<file path="src/rtl/mc_pkg.sv">
// Shared definitions for the multicycle MIPS-subset control unit.
// Contents: FSM state encoding (also exported on state_dbg), instruction
// opcode/funct constants, and the mux-select and ALU-op encodings that the
// control FSM drives into the datapath.
package mc_pkg;

    typedef enum logic [3:0] {
        S_FETCH  = 4'd0,
        S_DECODE = 4'd1,
        S_MEMADR = 4'd2,
        S_MEMRD  = 4'd3,
        S_MEMWB  = 4'd4,
        S_MEMWR  = 4'd5,
        S_EXEC   = 4'd6,
        S_RWB    = 4'd7,
        S_BRANCH = 4'd8,
        S_JUMP   = 4'd9,
        S_BRV    = 4'd10,
        S_TRAP   = 4'd11
    } state_t;

    localparam logic [5:0] OP_LW     = 6'b100011;
    localparam logic [5:0] OP_SW     = 6'b101011;
    localparam logic [5:0] OP_R      = 6'b000000;
    localparam logic [5:0] OP_BEQ    = 6'b000100;
    localparam logic [5:0] OP_J      = 6'b000010;
    localparam logic [5:0] FUNCT_BRV = 6'b010100;

    // ALU B-input select
    localparam logic [1:0] SRCB_B       = 2'b00;
    localparam logic [1:0] SRCB_FOUR    = 2'b01;
    localparam logic [1:0] SRCB_IMM     = 2'b10;
    localparam logic [1:0] SRCB_IMM_SH2 = 2'b11;

    // PC source select
    localparam logic [1:0] PCSRC_ALU    = 2'b00;
    localparam logic [1:0] PCSRC_ALUOUT = 2'b01;
    localparam logic [1:0] PCSRC_JUMP   = 2'b10;

    // {aluop1, aluop0} to the ALU control decoder
    localparam logic [1:0] ALUOP_ADD   = 2'b00;
    localparam logic [1:0] ALUOP_SUB   = 2'b01;
    localparam logic [1:0] ALUOP_RTYPE = 2'b10;

endpackage

</file>
<file path="src/rtl/multicycle_control_if.sv">
// Bundle between the control FSM and the multicycle datapath.
// master: the control unit (reads IR fields, zero flag, memory ready; drives
//         every mux select, write enable and the ALU-op pair).
// slave:  the datapath/memory side.
//
// Memory handshake: the control unit holds memread (or memwrite) and iord
// steady for as long as it wants an access; the access completes on the
// rising edge at which mem_ready is 1. mem_ready has no meaning while neither
// memread nor memwrite is asserted.
interface multicycle_control_if;
    logic [5:0] op;
    logic [5:0] funct;
    logic       zero;
    logic       mem_ready;

    logic       pcwrite;
    logic       pcwritecond;
    logic       iord;
    logic       memread;
    logic       memwrite;
    logic       memtoreg;
    logic       irwrite;
    logic       regdst;
    logic       regwrite;
    logic       alusrca;
    logic [1:0] alusrcb;
    logic [1:0] pcsource;
    logic       aluop1;
    logic       aluop0;

    modport master (
        input  op, funct, zero, mem_ready,
        output pcwrite, pcwritecond, iord, memread, memwrite, memtoreg,
               irwrite, regdst, regwrite, alusrca, alusrcb, pcsource,
               aluop1, aluop0
    );

    modport slave (
        output op, funct, zero, mem_ready,
        input  pcwrite, pcwritecond, iord, memread, memwrite, memtoreg,
               irwrite, regdst, regwrite, alusrca, alusrcb, pcsource,
               aluop1, aluop0
    );
endinterface

</file>
<file path="src/rtl/mem_wait_timer.sv">
// Memory wait timer for the multicycle control unit.
// Ports: clk, reset (async, active high), waiting (FSM is in a memory-access
// state), mem_ready (access completes this cycle), timeout (combinational:
// this wait cycle brings the count to its maximum with no ready, so the FSM
// must abandon the access at this edge).
module mem_wait_timer #(
    parameter int WAIT_W = 4
) (
    input  logic clk,
    input  logic reset,
    input  logic waiting,
    input  logic mem_ready,
    output logic timeout
);
    localparam logic [WAIT_W-1:0] CNT_MAX  = '1;
    localparam logic [WAIT_W-1:0] CNT_LAST = {{(WAIT_W-1){1'b1}}, 1'b0};

    logic [WAIT_W-1:0] count;

    // Leaving a wait state always coincides with ready, a timeout or
    // waiting dropping, so clearing on those covers every state change.
    always_ff @(posedge clk or posedge reset) begin
        if (reset) begin
            count <= '0;
        end else if (!waiting || mem_ready) begin
            count <= '0;
        end else if (count != CNT_MAX) begin
            count <= count + 1'b1;
        end
    end

    // Ready in the same cycle wins over the timeout.
    assign timeout = waiting && !mem_ready && (count == CNT_LAST);

endmodule

</file>
<file path="src/rtl/multicycle_control.sv">
// Main control FSM for the multicycle MIPS-subset datapath (lw, sw, R-type,
// brv, beq, j). Sequences the shared ALU, unified memory, IR, register file
// and PC; memory accesses are bounded by mem_wait_timer.
// Ports: clk, reset (async, active high), bus (master side of
// multicycle_control_if: IR fields, zero, mem_ready in; datapath controls
// out), trap (one-cycle pulse on illegal opcode or memory timeout),
// state_dbg (current state encoding).
module multicycle_control
    import mc_pkg::*;
#(
    parameter int WAIT_W = 4
) (
    input  logic                        clk,
    input  logic                        reset,
    multicycle_control_if.master        bus,
    output logic                        trap,
    output logic [3:0]                  state_dbg
);
    state_t state;
    state_t state_next;
    logic   waiting;
    logic   timeout;
    logic   zero_unused;

    // Branch gating on zero happens in the datapath; the FSM never reads it.
    assign zero_unused = bus.zero;

    assign waiting   = (state == S_FETCH) || (state == S_MEMRD) || (state == S_MEMWR);
    assign state_dbg = state;

    mem_wait_timer #(.WAIT_W(WAIT_W)) u_wait_timer (
        .clk      (clk),
        .reset    (reset),
        .waiting  (waiting),
        .mem_ready(bus.mem_ready),
        .timeout  (timeout)
    );

    always_ff @(posedge clk or posedge reset) begin
        if (reset) begin
            state <= S_FETCH;
        end else begin
            state <= state_next;
        end
    end

    always_comb begin
        state_next = state;
        case (state)
            S_FETCH: begin
                if (bus.mem_ready)  state_next = S_DECODE;
                else if (timeout)   state_next = S_TRAP;
            end
            S_DECODE: begin
                case (bus.op)
                    OP_LW, OP_SW: state_next = S_MEMADR;
                    OP_BEQ:       state_next = S_BRANCH;
                    OP_J:         state_next = S_JUMP;
                    OP_R:         state_next = (bus.funct == FUNCT_BRV) ? S_BRV : S_EXEC;
                    default:      state_next = S_TRAP;
                endcase
            end
            S_MEMADR: state_next = (bus.op == OP_LW) ? S_MEMRD : S_MEMWR;
            S_MEMRD: begin
                if (bus.mem_ready)  state_next = S_MEMWB;
                else if (timeout)   state_next = S_TRAP;
            end
            S_MEMWR: begin
                if (bus.mem_ready)  state_next = S_FETCH;
                else if (timeout)   state_next = S_TRAP;
            end
            S_EXEC:   state_next = S_RWB;
            default:  state_next = S_FETCH;
        endcase
    end

    // Moore decode; FETCH irwrite/pcwrite follow mem_ready so the IR and PC
    // only load on the edge that completes the fetch. Everything is held low
    // while reset is asserted.
    always_comb begin
        bus.pcwrite                = 1'b0;
        bus.pcwritecond            = 1'b0;
        bus.iord                   = 1'b0;
        bus.memread                = 1'b0;
        bus.memwrite               = 1'b0;
        bus.memtoreg               = 1'b0;
        bus.irwrite                = 1'b0;
        bus.regdst                 = 1'b0;
        bus.regwrite               = 1'b0;
        bus.alusrca                = 1'b0;
        bus.alusrcb                = SRCB_B;
        bus.pcsource               = PCSRC_ALU;
        {bus.aluop1, bus.aluop0}   = ALUOP_ADD;
        trap                       = 1'b0;
        if (!reset) begin
            case (state)
                S_FETCH: begin
                    bus.memread = 1'b1;
                    bus.alusrcb = SRCB_FOUR;
                    bus.irwrite = bus.mem_ready;
                    bus.pcwrite = bus.mem_ready;
                end
                S_DECODE: bus.alusrcb = SRCB_IMM_SH2;
                S_MEMADR: begin
                    bus.alusrca = 1'b1;
                    bus.alusrcb = SRCB_IMM;
                end
                S_MEMRD: begin
                    bus.memread = 1'b1;
                    bus.iord    = 1'b1;
                end
                S_MEMWB: begin
                    bus.regwrite = 1'b1;
                    bus.memtoreg = 1'b1;
                end
                S_MEMWR: begin
                    bus.memwrite = 1'b1;
                    bus.iord     = 1'b1;
                end
                S_EXEC: begin
                    bus.alusrca              = 1'b1;
                    {bus.aluop1, bus.aluop0} = ALUOP_RTYPE;
                end
                S_RWB: begin
                    bus.alusrca              = 1'b1;
                    {bus.aluop1, bus.aluop0} = ALUOP_RTYPE;
                    bus.regdst               = 1'b1;
                    bus.regwrite             = 1'b1;
                end
                S_BRV: begin
                    // rt is zero for brv, so the R-type add passes rs to the PC.
                    bus.alusrca              = 1'b1;
                    {bus.aluop1, bus.aluop0} = ALUOP_RTYPE;
                    bus.pcwrite              = 1'b1;
                end
                S_BRANCH: begin
                    bus.alusrca              = 1'b1;
                    {bus.aluop1, bus.aluop0} = ALUOP_SUB;
                    bus.pcwritecond          = 1'b1;
                    bus.pcsource             = PCSRC_ALUOUT;
                end
                S_JUMP: begin
                    bus.pcwrite  = 1'b1;
                    bus.pcsource = PCSRC_JUMP;
                end
                S_TRAP:   trap = 1'b1;
                default: ;
            endcase
        end
    end

endmodule

</file>
<file path="src/flat_wrapper.sv">
// flat-port wrapper written by rule: the top's interface ports become plain ports
module multicycle_control_flat import mc_pkg::*;
#(
    parameter int WAIT_W = 4
)
  (clk, reset, trap, state_dbg, bus_op, bus_funct, bus_zero, bus_mem_ready, bus_pcwrite, bus_pcwritecond, bus_iord, bus_memread, bus_memwrite, bus_memtoreg, bus_irwrite, bus_regdst, bus_regwrite, bus_alusrca, bus_alusrcb, bus_pcsource, bus_aluop1, bus_aluop0);
  multicycle_control_if bus_i ();
  input  logic clk;
  input  logic reset;
  output logic trap;
  output logic [3:0] state_dbg;
  input wire logic [$bits(bus_i.op)-1:0] bus_op;
  input wire logic [$bits(bus_i.funct)-1:0] bus_funct;
  input wire logic [$bits(bus_i.zero)-1:0] bus_zero;
  input wire logic [$bits(bus_i.mem_ready)-1:0] bus_mem_ready;
  output wire logic [$bits(bus_i.pcwrite)-1:0] bus_pcwrite;
  output wire logic [$bits(bus_i.pcwritecond)-1:0] bus_pcwritecond;
  output wire logic [$bits(bus_i.iord)-1:0] bus_iord;
  output wire logic [$bits(bus_i.memread)-1:0] bus_memread;
  output wire logic [$bits(bus_i.memwrite)-1:0] bus_memwrite;
  output wire logic [$bits(bus_i.memtoreg)-1:0] bus_memtoreg;
  output wire logic [$bits(bus_i.irwrite)-1:0] bus_irwrite;
  output wire logic [$bits(bus_i.regdst)-1:0] bus_regdst;
  output wire logic [$bits(bus_i.regwrite)-1:0] bus_regwrite;
  output wire logic [$bits(bus_i.alusrca)-1:0] bus_alusrca;
  output wire logic [$bits(bus_i.alusrcb)-1:0] bus_alusrcb;
  output wire logic [$bits(bus_i.pcsource)-1:0] bus_pcsource;
  output wire logic [$bits(bus_i.aluop1)-1:0] bus_aluop1;
  output wire logic [$bits(bus_i.aluop0)-1:0] bus_aluop0;
  assign bus_i.op = bus_op;
  assign bus_i.funct = bus_funct;
  assign bus_i.zero = bus_zero;
  assign bus_i.mem_ready = bus_mem_ready;
  assign bus_pcwrite = bus_i.pcwrite;
  assign bus_pcwritecond = bus_i.pcwritecond;
  assign bus_iord = bus_i.iord;
  assign bus_memread = bus_i.memread;
  assign bus_memwrite = bus_i.memwrite;
  assign bus_memtoreg = bus_i.memtoreg;
  assign bus_irwrite = bus_i.irwrite;
  assign bus_regdst = bus_i.regdst;
  assign bus_regwrite = bus_i.regwrite;
  assign bus_alusrca = bus_i.alusrca;
  assign bus_alusrcb = bus_i.alusrcb;
  assign bus_pcsource = bus_i.pcsource;
  assign bus_aluop1 = bus_i.aluop1;
  assign bus_aluop0 = bus_i.aluop0;
  multicycle_control #(.WAIT_W(WAIT_W)) u_core (.clk(clk), .reset(reset), .bus(bus_i), .trap(trap), .state_dbg(state_dbg));
endmodule
</file>
<file path="config.mk">
export PLATFORM = sky130hd
export DESIGN_NAME = multicycle_control_flat
export DESIGN_NICKNAME = d
export VERILOG_FILES = /design/src/rtl/mc_pkg.sv /design/src/rtl/multicycle_control_if.sv /design/src/rtl/mem_wait_timer.sv /design/src/rtl/multicycle_control.sv /design/src/flat_wrapper.sv
export SDC_FILE = /design/constraint.sdc
export NUM_CORES = 1
export LEC_CHECK = 0
export CAP_MARGIN = 0
export CORE_MARGIN = 5
export CORE_UTILIZATION = 36
export DETAILED_ROUTE_END_ITERATION = 8
export GPL_ROUTABILITY_DRIVEN = 0
export GPL_TIMING_DRIVEN = 0
export PLACE_DENSITY_LB_ADDON = 0.05
export SYNTH_ARGS = -nofsm -noshare
export SYNTH_HDL_FRONTEND = slang
export SYNTH_SLANG_ARGS = --single-unit
</file>
<file path="constraint.sdc">
create_clock -name clk -period 1.4 [get_ports clk]
set_input_delay 0.14 -clock clk [delete_from_list [all_inputs] [get_ports clk]]
set_output_delay 0.14 -clock clk [all_outputs]
set_load 0.05 [all_outputs]
</file>
==> reports/qor.yml <==
status:
  status: "finished, violations left"
  failed_checks: "setup timing"
routing:
  post_drt_wl_per_cell_microns: 25.60
  dr_total_vias: 1217
  drc_errors: 0
  ant_nets: 0
  via_per_inst: 6.339
  firstDrtPassIters: 4
  wl_microns: 4916
  drt_iter0_markers: 72
cts:
  cts_tree: "yes"
  cts_max_path_buffers: 2
  cts-root-buf: "clkbuf_4"
  cts.sinks: 8
  htreeDepth: 1
  cts_inserted_buffers: 3
  path_clk_slew_ns: 0.08
  clock_latency_ns: 0.28
synthesis:
  synthFlopType: "dfrtp_1"
  async_flop_share_pct: 100.0
  synth-edff-count: 0
  synth.top_cell.area_share_pct: 26.58
  postSynthCellCount: 102
  synth_top_area_cell: "dfrtp_1"
  ys_seq_area_share_pct: 26.58
  synth_cell_types: 37
  ys_top_cells_by_area: "dfrtp_1 27%, nor2_1 8.5%, nor3_1 5.3%, a31oi_1 4.2%, ha_1 3.3%"
  netlist_area_sq_um: 753.2
  ys_ff_latch: 8
  syn_avg_cell_area_sq_um: 7.385
  synth_common_cells: "17 x nor2_1, 8 x dfrtp_1, 8 x nor3_1"
  yosysMostFrequentCell: "nor2_1"
  yosys_warnings: 0
  syn_nets: 120
worst_setup_path:
  path_delay_family: "flip-flops"
  worst_setup_path_start_kind: "flip-flop"
  worstSetupPathType: "reg2out"
  cp_num_buf_inv: 3
  crit_chain: "clkbuf_16 -> nor2_4 -> nand2_4 -> nor3_4 -> buf_6 -> buf_8"
  critPathSlowestCell: "dfrtp_4"
  cp_slowest_stage_delay_ns: 0.52
  crit_required_ns: 1.26
  worstPathArrival_ns: 1.70
  worstPathMaxFanout: 5
  endpoint_kind: "output port"
timing:
  drv_slew: 0
  fmax_mhz: 543.5
  setup_violations: 27
  finalHoldViolCount: 0
  finalCriticalPeriod_ns: 1.840
  worst_pin_slew_ns: 0.9293
  fin_tns_setup_ns: -6.463
  rsz0062_at_grt: "yes"
  relSlewSlack_pct: 38.05
  post-route-period-util_pct: 131.4
  finalWorstSetupSlack_ns: -0.4398
  worst_clock_skew_ns: 0.02762
finish:
  fin_nets: 184
  drive_gt1_share_pct: 60.61
  fillerInstances: 57
  design_area_sq_um: 1856
  area_growth_pct: 146.3
  final_util_pct: 93.62
  antenna_cells: 0
global_routing:
  grt.total_usage_pct: 19.27
  antenna_found_initial: 0
  grt_pass1_wl_microns: 4774
  grt_overflow: 0
  grt_pass1_vias: 1037
  grt_start_max_net_pins: 11
power:
  powerDensity_nw_per_um2: 2088
  leakagePower_nw: 0.7621
  totalPowerFinal_mw: 3.873
  peakVddDrop_uv: 1588
placed_design:
  hpwl_microns: 1798
  io_buffers: 34
  placed_cell_area_sq_um: 1336
floorplan:
  io_pins: 37
  core_area_sq_um: 1982
  num_rows: 16
  die_x_microns: 55.74
  die_h_microns: 55.74
  die-area_sq_um: 3107
  initial_core_util_pct: 38.01
run:
  maxCapViolCount: 0
min_path:
  min_path_type: "in2async"
per-layer routing:
metal | part of all wire [%] | vias to the layer above | global-route usage, %
li1 | - | 492 | -
met1 | 35 | 565 | 18.91
met2 | 48 | 122 | 38.34
met3 | 9.8 | 38 | 4.872
met4 | 7.4 | 0 | 6.250
met5 | 0 | - | 0
cell type report:
cell class                      instances  area [sq um]  area share [%]
Tap cell                               27         33.78           1.821
Clock buffer                            4         26.28           1.416
Sequential cell                         8         209.0           11.26
Buffer                                  7         95.09           5.125
Timing Repair Buffer                   61         669.4           36.08
Inverter                                5         26.28           1.416
Multi-Input combinational cell         80         795.8           42.89
through the flow:
stage | hold slack, ns | cells | worst slack (ns)
after floorplan | 0.3543 | 102 | -0.4830
after global placement | 0.4474 | 163 | -1.016
after detailed placement | 0.4603 | 163 | -1.043
after CTS | 0.1918 | 181 | -0.4087
after global routing | 0.2754 | 192 | -0.4720
final | 0.2170 | 192 | -0.4398
sequential cells by signal (all words and copies together) (netlist names):
signal                     cells
u_core.state_dbg               4
u_core.u_wait_timer.count      4
path summary, 6_finish.rpt:
check                                        startpoint                           end  slack [ns]  depth (start not counted)
max in group asynchronous                         reset  u_core.u_wait_timer.count[0]        0.88                          2
min in group clk                          bus_mem_ready  u_core.u_wait_timer.count[2]        0.48                          4
hold / removal                                    reset           u_core.state_dbg[2]        0.22                          2
setup / recovery                    u_core.state_dbg[2]               bus_pcsource[0]       -0.44                          6
hold reg to reg            u_core.u_wait_timer.count[0]  u_core.u_wait_timer.count[0]        0.62                          2
setup reg to reg                    u_core.state_dbg[2]           u_core.state_dbg[2]       -0.31                          5
cells in the final DEF, fill, tap and decap left out, types with 2 or more instances in the layout:
master	Yosys	layout
nand2_1	5	2
a21oi_2	0	3
nor3b_1	3	2
nor2_4	0	9
clkbuf_1	5	3
nor3_4	0	5
inv_1	3	2
clkdlybuf4s50_1	0	8
xnor2_1	2	2
nor2_1	17	8
nor4_4	0	2
buf_6	0	21
a31oi_1	5	5
buf_4	3	14
buf_12	0	3
dlygate4sd2_1	0	6
nor3_1	8	2
and3_4	0	3
nand3_1	5	5
clkbuf_16	0	3
buf_8	0	8
clkbuf_4	0	3
ha_1	2	2
dfrtp_1	8	3
dfrtp_2	0	4
nor3_2	1	2
inv_2	2	2
kinds of logic (layout without fill, tap and decap cells):
kind of cell | after synthesis | in the layout | synth area share, %
mux | 1 | 1 | 1.495
fa+ha+maj | 2 | 2 | 3.322
xor+xnor | 4 | 4 | 4.652
flops | 8 | 8 | 26.58
compound gates | 20 | 20 | 17.61
buf+inv | 14 | 77 | 8.638
simple gates | 53 | 53 | 37.71
repair_timing:
| action | CTS | global route |
|---|---|---|
| resized for setup | 160 | 33 |
| endpoints found under the setup margin | 29 | 27 |
| hold buffers | 0 | 0 |
| setup buffers | 14 | 11 |
| gates cloned | 0 | 2 |
| pin swaps | 15 | 16 |
power breakdown:
part,total [mW],internal (mW),switching [mW]
sequential,0.428,0.309,0.120
clock,0.219,0.110,0.110
combinational,3.23,1.41,1.82
total,3.87,1.83,2.05
No activity file was read; power rests on OpenSTA's default activity.
